===== config.mk =====
export PLATFORM = sky130hd
export DESIGN_NAME = regfile_mp
export DESIGN_NICKNAME = d
export VERILOG_FILES = /design/src/rtl/regfile_mp.sv
export SDC_FILE = /design/constraint.sdc
export NUM_CORES = 2
export LEC_CHECK = 0
export BUFFER_PORTS_ARGS = -buffer_cell sky130_fd_sc_hd__buf_2
export CAP_MARGIN = 20
export CORE_MARGIN = 10
export CORE_UTILIZATION = 30
export CTS_BUF_LIST = sky130_fd_sc_hd__clkbuf_8 sky130_fd_sc_hd__clkbuf_16
export DETAILED_ROUTE_END_ITERATION = 8
export PLACE_DENSITY_LB_ADDON = 0.08
export SLEW_MARGIN = 0
export SYNTH_ARGS = -nofsm -noshare
export SYNTH_HDL_FRONTEND = slang
export SYNTH_SLANG_ARGS = --single-unit

===== constraint.sdc =====
create_clock -name clk -period 48.3 [get_ports clk]
set_input_delay 9.66 -clock clk [delete_from_list [all_inputs] [get_ports clk]]
set_output_delay 9.66 -clock clk [all_outputs]
set_load 0.005 [all_outputs]

===== src/rtl/regfile_mp.sv =====
// regfile_mp: multi-port integer register file with a per-register pending-write scoreboard.
// Latency: reads are combinational; writes, busy bits and O_busy_cnt update on the rising clk edge.
// Backpressure: O_iss_ready drops on a WAW hazard; the issuer must hold I_iss_valid/I_iss_addr until it is accepted.
//
// Optional feature: define REGFILE_BYPASS_EN to forward same-cycle write data to the
// read ports and mask O_rs_busy for a register being written back in that cycle.
//
// Ports (port k of a flattened vector occupies slice [k*W +: W]):
//   clk, rst             clock, asynchronous active-high reset
//   I_rs_raddr/O_rs_*    NRD read ports: address, data, pending-write flag
//   I_rd_we/waddr/wdata  NWR write ports; the highest index wins a same-address conflict
//   I_iss_valid/addr     issue request marking a destination register pending
//   O_iss_ready          issue accepted (destination not pending, or being cleared now)
//   O_busy_cnt           number of registers currently pending
module regfile_mp #(
  parameter int XLEN  = 32,
  parameter int NREGS = 32,
  parameter int NRD   = 2,
  parameter int NWR   = 2,
  localparam int AW   = $clog2(NREGS)
) (
  input  logic                 clk,
  input  logic                 rst,
  input  logic [NRD*AW-1:0]    I_rs_raddr,
  output logic [NRD*XLEN-1:0]  O_rs_rdata,
  output logic [NRD-1:0]       O_rs_busy,
  input  logic [NWR-1:0]       I_rd_we,
  input  logic [NWR*AW-1:0]    I_rd_waddr,
  input  logic [NWR*XLEN-1:0]  I_rd_wdata,
  input  logic                 I_iss_valid,
  input  logic [AW-1:0]        I_iss_addr,
  output logic                 O_iss_ready,
  output logic [AW:0]          O_busy_cnt
);

  logic [XLEN-1:0]  regs [NREGS];
  // Bit 0 exists only to keep indexing uniform; nothing ever sets it.
  logic [NREGS-1:0] busy;
  logic [NREGS-1:0] clr_vec;
  logic [NREGS-1:0] set_vec;
  logic [NREGS-1:0] busy_nxt;
  logic [AW:0]      cnt_nxt;

  // Registers being written back this cycle (x0 excluded).
  always_comb begin
    clr_vec = '0;
    for (int k = 0; k < NWR; k++) begin
      if (I_rd_we[k] && (I_rd_waddr[k*AW +: AW] != '0)) begin
        clr_vec[I_rd_waddr[k*AW +: AW]] = 1'b1;
      end
    end
  end

  // A writeback to the destination in the same cycle resolves the WAW hazard.
  assign O_iss_ready = ~busy[I_iss_addr] | clr_vec[I_iss_addr] | (I_iss_addr == '0);

  always_comb begin
    set_vec = '0;
    if (I_iss_valid && O_iss_ready && (I_iss_addr != '0)) begin
      set_vec[I_iss_addr] = 1'b1;
    end
  end

  // Set after clear: a new producer issued alongside the old one's writeback stays pending.
  assign busy_nxt = (busy & ~clr_vec) | set_vec;

  always_comb begin
    cnt_nxt = '0;
    for (int i = 0; i < NREGS; i++) begin
      cnt_nxt = cnt_nxt + {{AW{1'b0}}, busy_nxt[i]};
    end
  end

  always_ff @(posedge clk or posedge rst) begin
    if (rst) begin
      busy       <= '0;
      O_busy_cnt <= '0;
    end else begin
      busy       <= busy_nxt;
      O_busy_cnt <= cnt_nxt;
    end
  end

  // Ascending port order: the last (highest-index) assignment to an address takes effect.
  always_ff @(posedge clk or posedge rst) begin
    if (rst) begin
      for (int i = 0; i < NREGS; i++) begin
        regs[i] <= '0;
      end
    end else begin
      for (int k = 0; k < NWR; k++) begin
        if (I_rd_we[k] && (I_rd_waddr[k*AW +: AW] != '0)) begin
          regs[I_rd_waddr[k*AW +: AW]] <= I_rd_wdata[k*XLEN +: XLEN];
        end
      end
    end
  end

  // regs[0] is never written, so x0 reads zero and busy[0] is never set.
  always_comb begin
    O_rs_rdata = '0;
    O_rs_busy  = '0;
    for (int r = 0; r < NRD; r++) begin
      O_rs_rdata[r*XLEN +: XLEN] = regs[I_rs_raddr[r*AW +: AW]];
      O_rs_busy[r]               = busy[I_rs_raddr[r*AW +: AW]];
`ifdef REGFILE_BYPASS_EN
      for (int k = 0; k < NWR; k++) begin
        if (I_rd_we[k] && (I_rd_waddr[k*AW +: AW] != '0) &&
            (I_rd_waddr[k*AW +: AW] == I_rs_raddr[r*AW +: AW])) begin
          O_rs_rdata[r*XLEN +: XLEN] = I_rd_wdata[k*XLEN +: XLEN];
          O_rs_busy[r]               = 1'b0;
        end
      end
`endif
    end
  end

endmodule

== Yosys cells after proc, flatten, opt, wreduce, memory -nomap -nowiden ==
Cells that the tools add are included.

* $add $sub $neg: 31
* $lt $le $gt $ge: 14
* Muxes and demuxes: 31
* Bitwise gates (word level): 11
* Reductions and logical operators: 13

{| class="wikitable"
|+ Operators by type and width
! kind !! count
|-
| 1024-bit bitwise mux || 2
|-
| 1024-bit two-way mux || 2
|-
| 32-bit binary-select mux with 5-bit select || 2
|-
| 32-bit demux with 5-bit select || 2
|-
| 32-bit two-way mux || 9
|-
| 6-bit by 1-bit adder with 6-bit output || 26
|-
| 32-bit bitwise OR || 2
|-
| 32-bit bitwise AND || 1
|-
| 32-bit NOT || 1
|-
| 5-bit by 6-bit less-than comparator with 1-bit output (second input constant) || 5
|-
| 6-bit >= comparator (second input constant) || 4
|-
| 5-bit NOT with 6-bit output || 4
|-
| 1-bit binary-select mux with 5-bit select || 4
|-
| 1-bit demux with 5-bit select || 3
|-
| 5-bit by 1-bit >= comparator with 1-bit output (second input constant) || 3
|-
| 5-bit nonzero test || 3
|-
| 6-bit by 1-bit less-than comparator with 1-bit output (second input constant) || 2
|-
| 1-bit logical AND || 9
|-
| 1-bit two-way mux || 7
|-
| 5-bit by 1-bit adder with 6-bit output || 1
|-
| 4-bit by 1-bit adder with 5-bit output || 1
|-
| 5-bit zero test || 1
|-
| 3-bit by 1-bit adder with 4-bit output || 1
|-
| 2-bit by 1-bit adder with 3-bit output || 1
|-
| 3 further kinds || 4
|}

* Register bits after elaboration: 1,062
* Input port bits: 94
* Output and inout bits: 73

== Longest topological paths before layout ==
* Depth after elaboration: 46
* Depth in mapped cells: 25
* Gate-level depth less buffers: 22

== Worst setup path after synthesis ==
Ideal clock, no wire load.

* Path type: input-to-output
* Start: in I_rs_raddr[5]
* End: out O_rs_busy[1]
* Arrival: 11.857 ns
* Path slack: 26.783 ns
* Stages on the path: 6
* Path buffers: 3
* Cells stage by stage: clkbuf_1 clkbuf_1 buf_1 mux4_2 mux4_2 mux2_2

* Cells in the longest elaborated chain, start to end: 2

{| class="wikitable"
|+ Ends and longest elaborated chain
! element !! line !! text
|-
| start, declared || 24 || <nowiki>input logic [NRD*AW-1:0] I_rs_raddr,</nowiki>
|-
| 1-bit binary-select mux with 5-bit select || 105 || <nowiki>O_rs_busy[r] = busy[I_rs_raddr[r*AW +: AW]];</nowiki>
|-
| 1-bit two-way mux (not written as such) || 105 ||
|-
| end, declared || 26 || <nowiki>output logic [NRD-1:0] O_rs_busy,</nowiki>
|}

Every way passes these cells. The select of a mux whose other input is x is not followed.

== Worst setup path in the final report ==
* Start: in I_rs_raddr[1]
* End: out O_rs_rdata[18]

* Cells in the longest elaborated chain, start to end: 4

{| class="wikitable"
|+ Ends and longest elaborated chain
! element !! line !! text
|-
| 5-bit NOT with 6-bit output (not written as such) || 104 || <nowiki>O_rs_rdata[r*XLEN +: XLEN] = regs[I_rs_raddr[r*AW +: AW]];</nowiki>
|-
| 32-bit binary-select mux with 5-bit select || 104 ||
|-
| 32-bit two-way mux (not written as such) (2 in a row) || 104 ||
|-
| end, declared || 25 || <nowiki>output logic [NRD*XLEN-1:0] O_rs_rdata,</nowiki>
|}

Every way passes these cells. The select of a mux whose other input is x is not followed.

==> results.cfg <==
[power]
sw_frac_of_total_pct = 32.0
pwr-share-clk_pct = 32.2
p_leak_nw = 28.6
pwr-share-comb_pct = 27.7
vdd_ir_drop_max_uv = 45.4
power.density_cell_area_nw_per_um2 = 44.4
switchingPower_mw = 1.04
sequentialPowerShare_pct = 40.1
p_int_mw = 2.22

[drt]
routedWlPerCell_um = 34.8
drtAntennaViolNets = 0
routed-via-count = 48500
detail_route.vias_per_cell = 5.74
remaining_drc_errors = 0
wl_um = 294000
drt_first_iter_violations = 4455
drt_pre_antenna_iters = 5

[yosys]
synth_seq_area_share_pct = 40.4
synth_mux_area_share_pct = 37.9
synth_fa_ha_area_share_pct = 0.864
post_synthesis_compound_gate_area_fraction_pct = 9.65
synth.net_count = 5884
synth_enable_flop_cells = 0
yosys_warnings = 0
post_synth_inst_count = 5759
ys_types = 58
ys_async_sr_fraction_pct = 100
synth-main-ff-cell = dfrtp_1
number_of_register_bits_inferred_by_synthesis = 1062
synth_area_leaders = dfrtp_1 (40%), mux4_2 (23%), mux2i_1 (14%)
dominant_combinational_cell_family_by_area_after_synthesis = multiplexers
syn_area_per_cell_um2 = 11.4
cell_type_with_the_highest_aggregate_area_in_the_netlist = dfrtp_1
synth_xor_area_share_pct = 0.0400
synth_top_area_share_pct = 40.4
synth_simple_gate_area_share_pct = 6.82
synthesis.area_um2 = 65800

[clocking]
cts.htree.levels = 4
cts.hold.buffers_added = 0
cts_root_buffer = clkbuf_16
clock_latency_ns = 0.79
clock_sink_count = 1062
clock_pin_slew_of_the_registers_on_the_worst_case_setup_and_hold_paths_ns = 0.06
tritoncts_clock_tree = done
cts-root-to-sink-buffers = 3
cts_buffers = 141
post_cts.resized_instances = 0
post_cts.repair.setup_buffers = 0

[sta]
maxSlewViolCount = 0
setup_ws_ns = 24.49
period_minus_slack_ns = 23.81
setup_viols_final = 0
unrepaired_setup_endpoints_after_global_routing = false
worst_slew_margin_rel_pct = 19.5
finalClockSkew_ns = 0.0102
fin_tns_setup_ns = 0
fin_worst_hold_slack_ns = 0.389
max_freq_mhz = 42.0
final.period_utilization_pct = 49.3
hold_viol_final = 0
tightest_slew_ns = 1.20

[place]
gpl.final_weighted_congestion = 0.780
detailedPlace.worstSlack_ns = 24.49
dp_hpwl_um = 168000
placedCellCount = 8195
dpl-instance-area_um2 = 69000
buffer_ports.inserted = 166

[global_route]
initial_antenna_violation_count = 30
grt_max_degree = 136
global_route_wire_length_before_repair_um = 412000
first_global_vias = 48600
groute.usage.overall_pct = 24.3
overflow_left_after_global_routing = 0

[die]
die-area_um2 = 238000
die_y_um = 488
initial_core_util_pct = 30.2
placement_rows = 171
core_area_um2 = 218000
io_pins = 167
die_width_um = 488

[worst_setup_path]
worst_r2r_startpoint = busy[23]
worstSetupStartpointType = primary input
worst-r2r-setup-slack_ns = 41.59
timing.setup.critical_path_class = primary input to primary output
worstPathMaxFanout = 64
r2r-end = O_busy_cnt[4]
number_of_cells_traversed_by_the_worst_register_to_register_path = 21
critical_path_arrival_ns = 14.15
critPathCaptureType = primary output
cp.required_ns = 38.64

[final_layout]
area_delta_synth_final_pct = 11.9
design.final.nets = 5611
num-fill-cells = 21300
finalInstanceArea_um2 = 73600
most-common-layout-cells = dfrtp_1 (1062), mux2i_1 (915), o21ai_0 (739), nand2_1 (693), mux4_2 (668)
drive_above_1_share_pct = 23.4
non_filler_cells_final = 8452
layout.cells.most_common = dfrtp_1

[min_path]
min_path_type = register to register
whs_path_depth = 0
hold_path_startpoint = regs[1018]
hold-path-endpoint = regs[1018]

[outcome]
status = finished clean

[job]
cap_viol_max_count = 0
[stage by stage]
stage | utilization, % | total power [mW]
floorplan | - | 1.94
global placement | 31.7 | 2.22
detailed placement | 31.7 | 2.24
CTS | 33.8 | 3.30
global route | 33.8 | 3.46
finish | 33.8 | 3.27
[cell type report]
class                   instances  area, um^2  share of cell area [%]
diodes                          8        20.0                  0.0272
clock buffers                 174        4040                    5.49
clock inverters                73         490                   0.666
inverters                      25         101                   0.138
multi-input cells            3964       36800                    50.0
flip-flops and latches       1062       26600                    36.1
well taps                    2854        3570                    4.85
repair buffers                292        1980                    2.69
[registers in the layout, summed over array words and instances (netlist names)]
signal,flops
regs,1024
busy,32
O_busy_cnt,6
[how the worst max path moves through the flow]
| stage | startpoint | end | slack, ns |
|---|---|---|---|
| after detailed placement | I_rs_raddr[1] | O_rs_rdata[18] | 24.49 |
| after floorplan | rst | O_busy_cnt[0] | 8.75 |
| after global routing | I_rs_raddr[1] | O_rs_rdata[18] | 24.40 |
| final | I_rs_raddr[1] | O_rs_rdata[18] | 24.49 |
| after global placement | I_rs_raddr[1] | O_rs_rdata[18] | 24.52 |
| after CTS | I_rs_raddr[1] | O_rs_rdata[18] | 24.48 |
[critical path, cell delays in order]
cell,delay [ns]
buf_8,0.52
buf_4,0.72
buf_4,0.84
buf_4,0.83
mux4_2,0.42
mux4_2,0.49
mux2_2,0.38
buf_2,0.16
[power by group through the flow]
stage | registers [mW] | clock network [mW] | logic, mW
final | 1.31 | 1.05 | 0.907
after global routing | 1.34 | 1.11 | 1.01
after detailed placement | 1.32 | 0 | 0.920
after global placement | 1.32 | 0 | 0.903
after floorplan | 1.25 | 0 | 0.698
after CTS | 1.30 | 1.08 | 0.921
[synth_stat cells, types with 3 or more instances]
cell type / n
a211oi_1: 3
clkbuf_1: 579
or2_2: 4
mux2_2: 66
inv_1: 25
mux4_2: 668
nor3_2: 3
nor3b_1: 5
nor3_1: 7
nand3_1: 3
nand4b_1: 5
nor4_1: 3
nand2b_1: 12
or3_1: 4
mux2i_1: 915
fa_1: 24
a21oi_1: 270
buf_2: 45
o211ai_1: 9
o2111ai_1: 8
nand2_1: 705
nor2b_1: 8
a31o_1: 5
nand4bb_1: 5
o21ai_0: 739
a22oi_1: 74
nor2_1: 327
buf_1: 84
dfrtp_1: 1062
and3b_1: 3
ha_1: 7
a32o_1: 27
o22a_1: 4
a32oi_1: 13
and3_1: 3
and2_1: 6
[layer usage]
| layer | up-vias | wire length (um) | track usage, % |
|---|---|---|---|
| li1 | 20800 | - | - |
| met3 | 392 | 15700 | 3.55 |
| met1 | 25500 | 130000 | 33.8 |
| met4 | 18 | 9680 | 7.43 |
| met5 | - | 115 | 0 |
| met2 | 1751 | 138000 | 39.2 |
[cells by family (layout without fill, tap and decap cells)]
| kind of cell | Yosys count | count (layout) |
|---|---|---|
| xor gates and xnor gates | 3 | 3 |
| DFF | 1062 | 1062 |
| AOI/OAI and AO/OA | 1165 | 1165 |
| adders and majority gates | 31 | 31 |
| and+or+nand+nor | 1116 | 1116 |
| muxes | 1649 | 1649 |
| buffers and inverters | 733 | 564 |
| other | 0 | 8 |
Note: power is estimated with default switching activity, not from simulation.
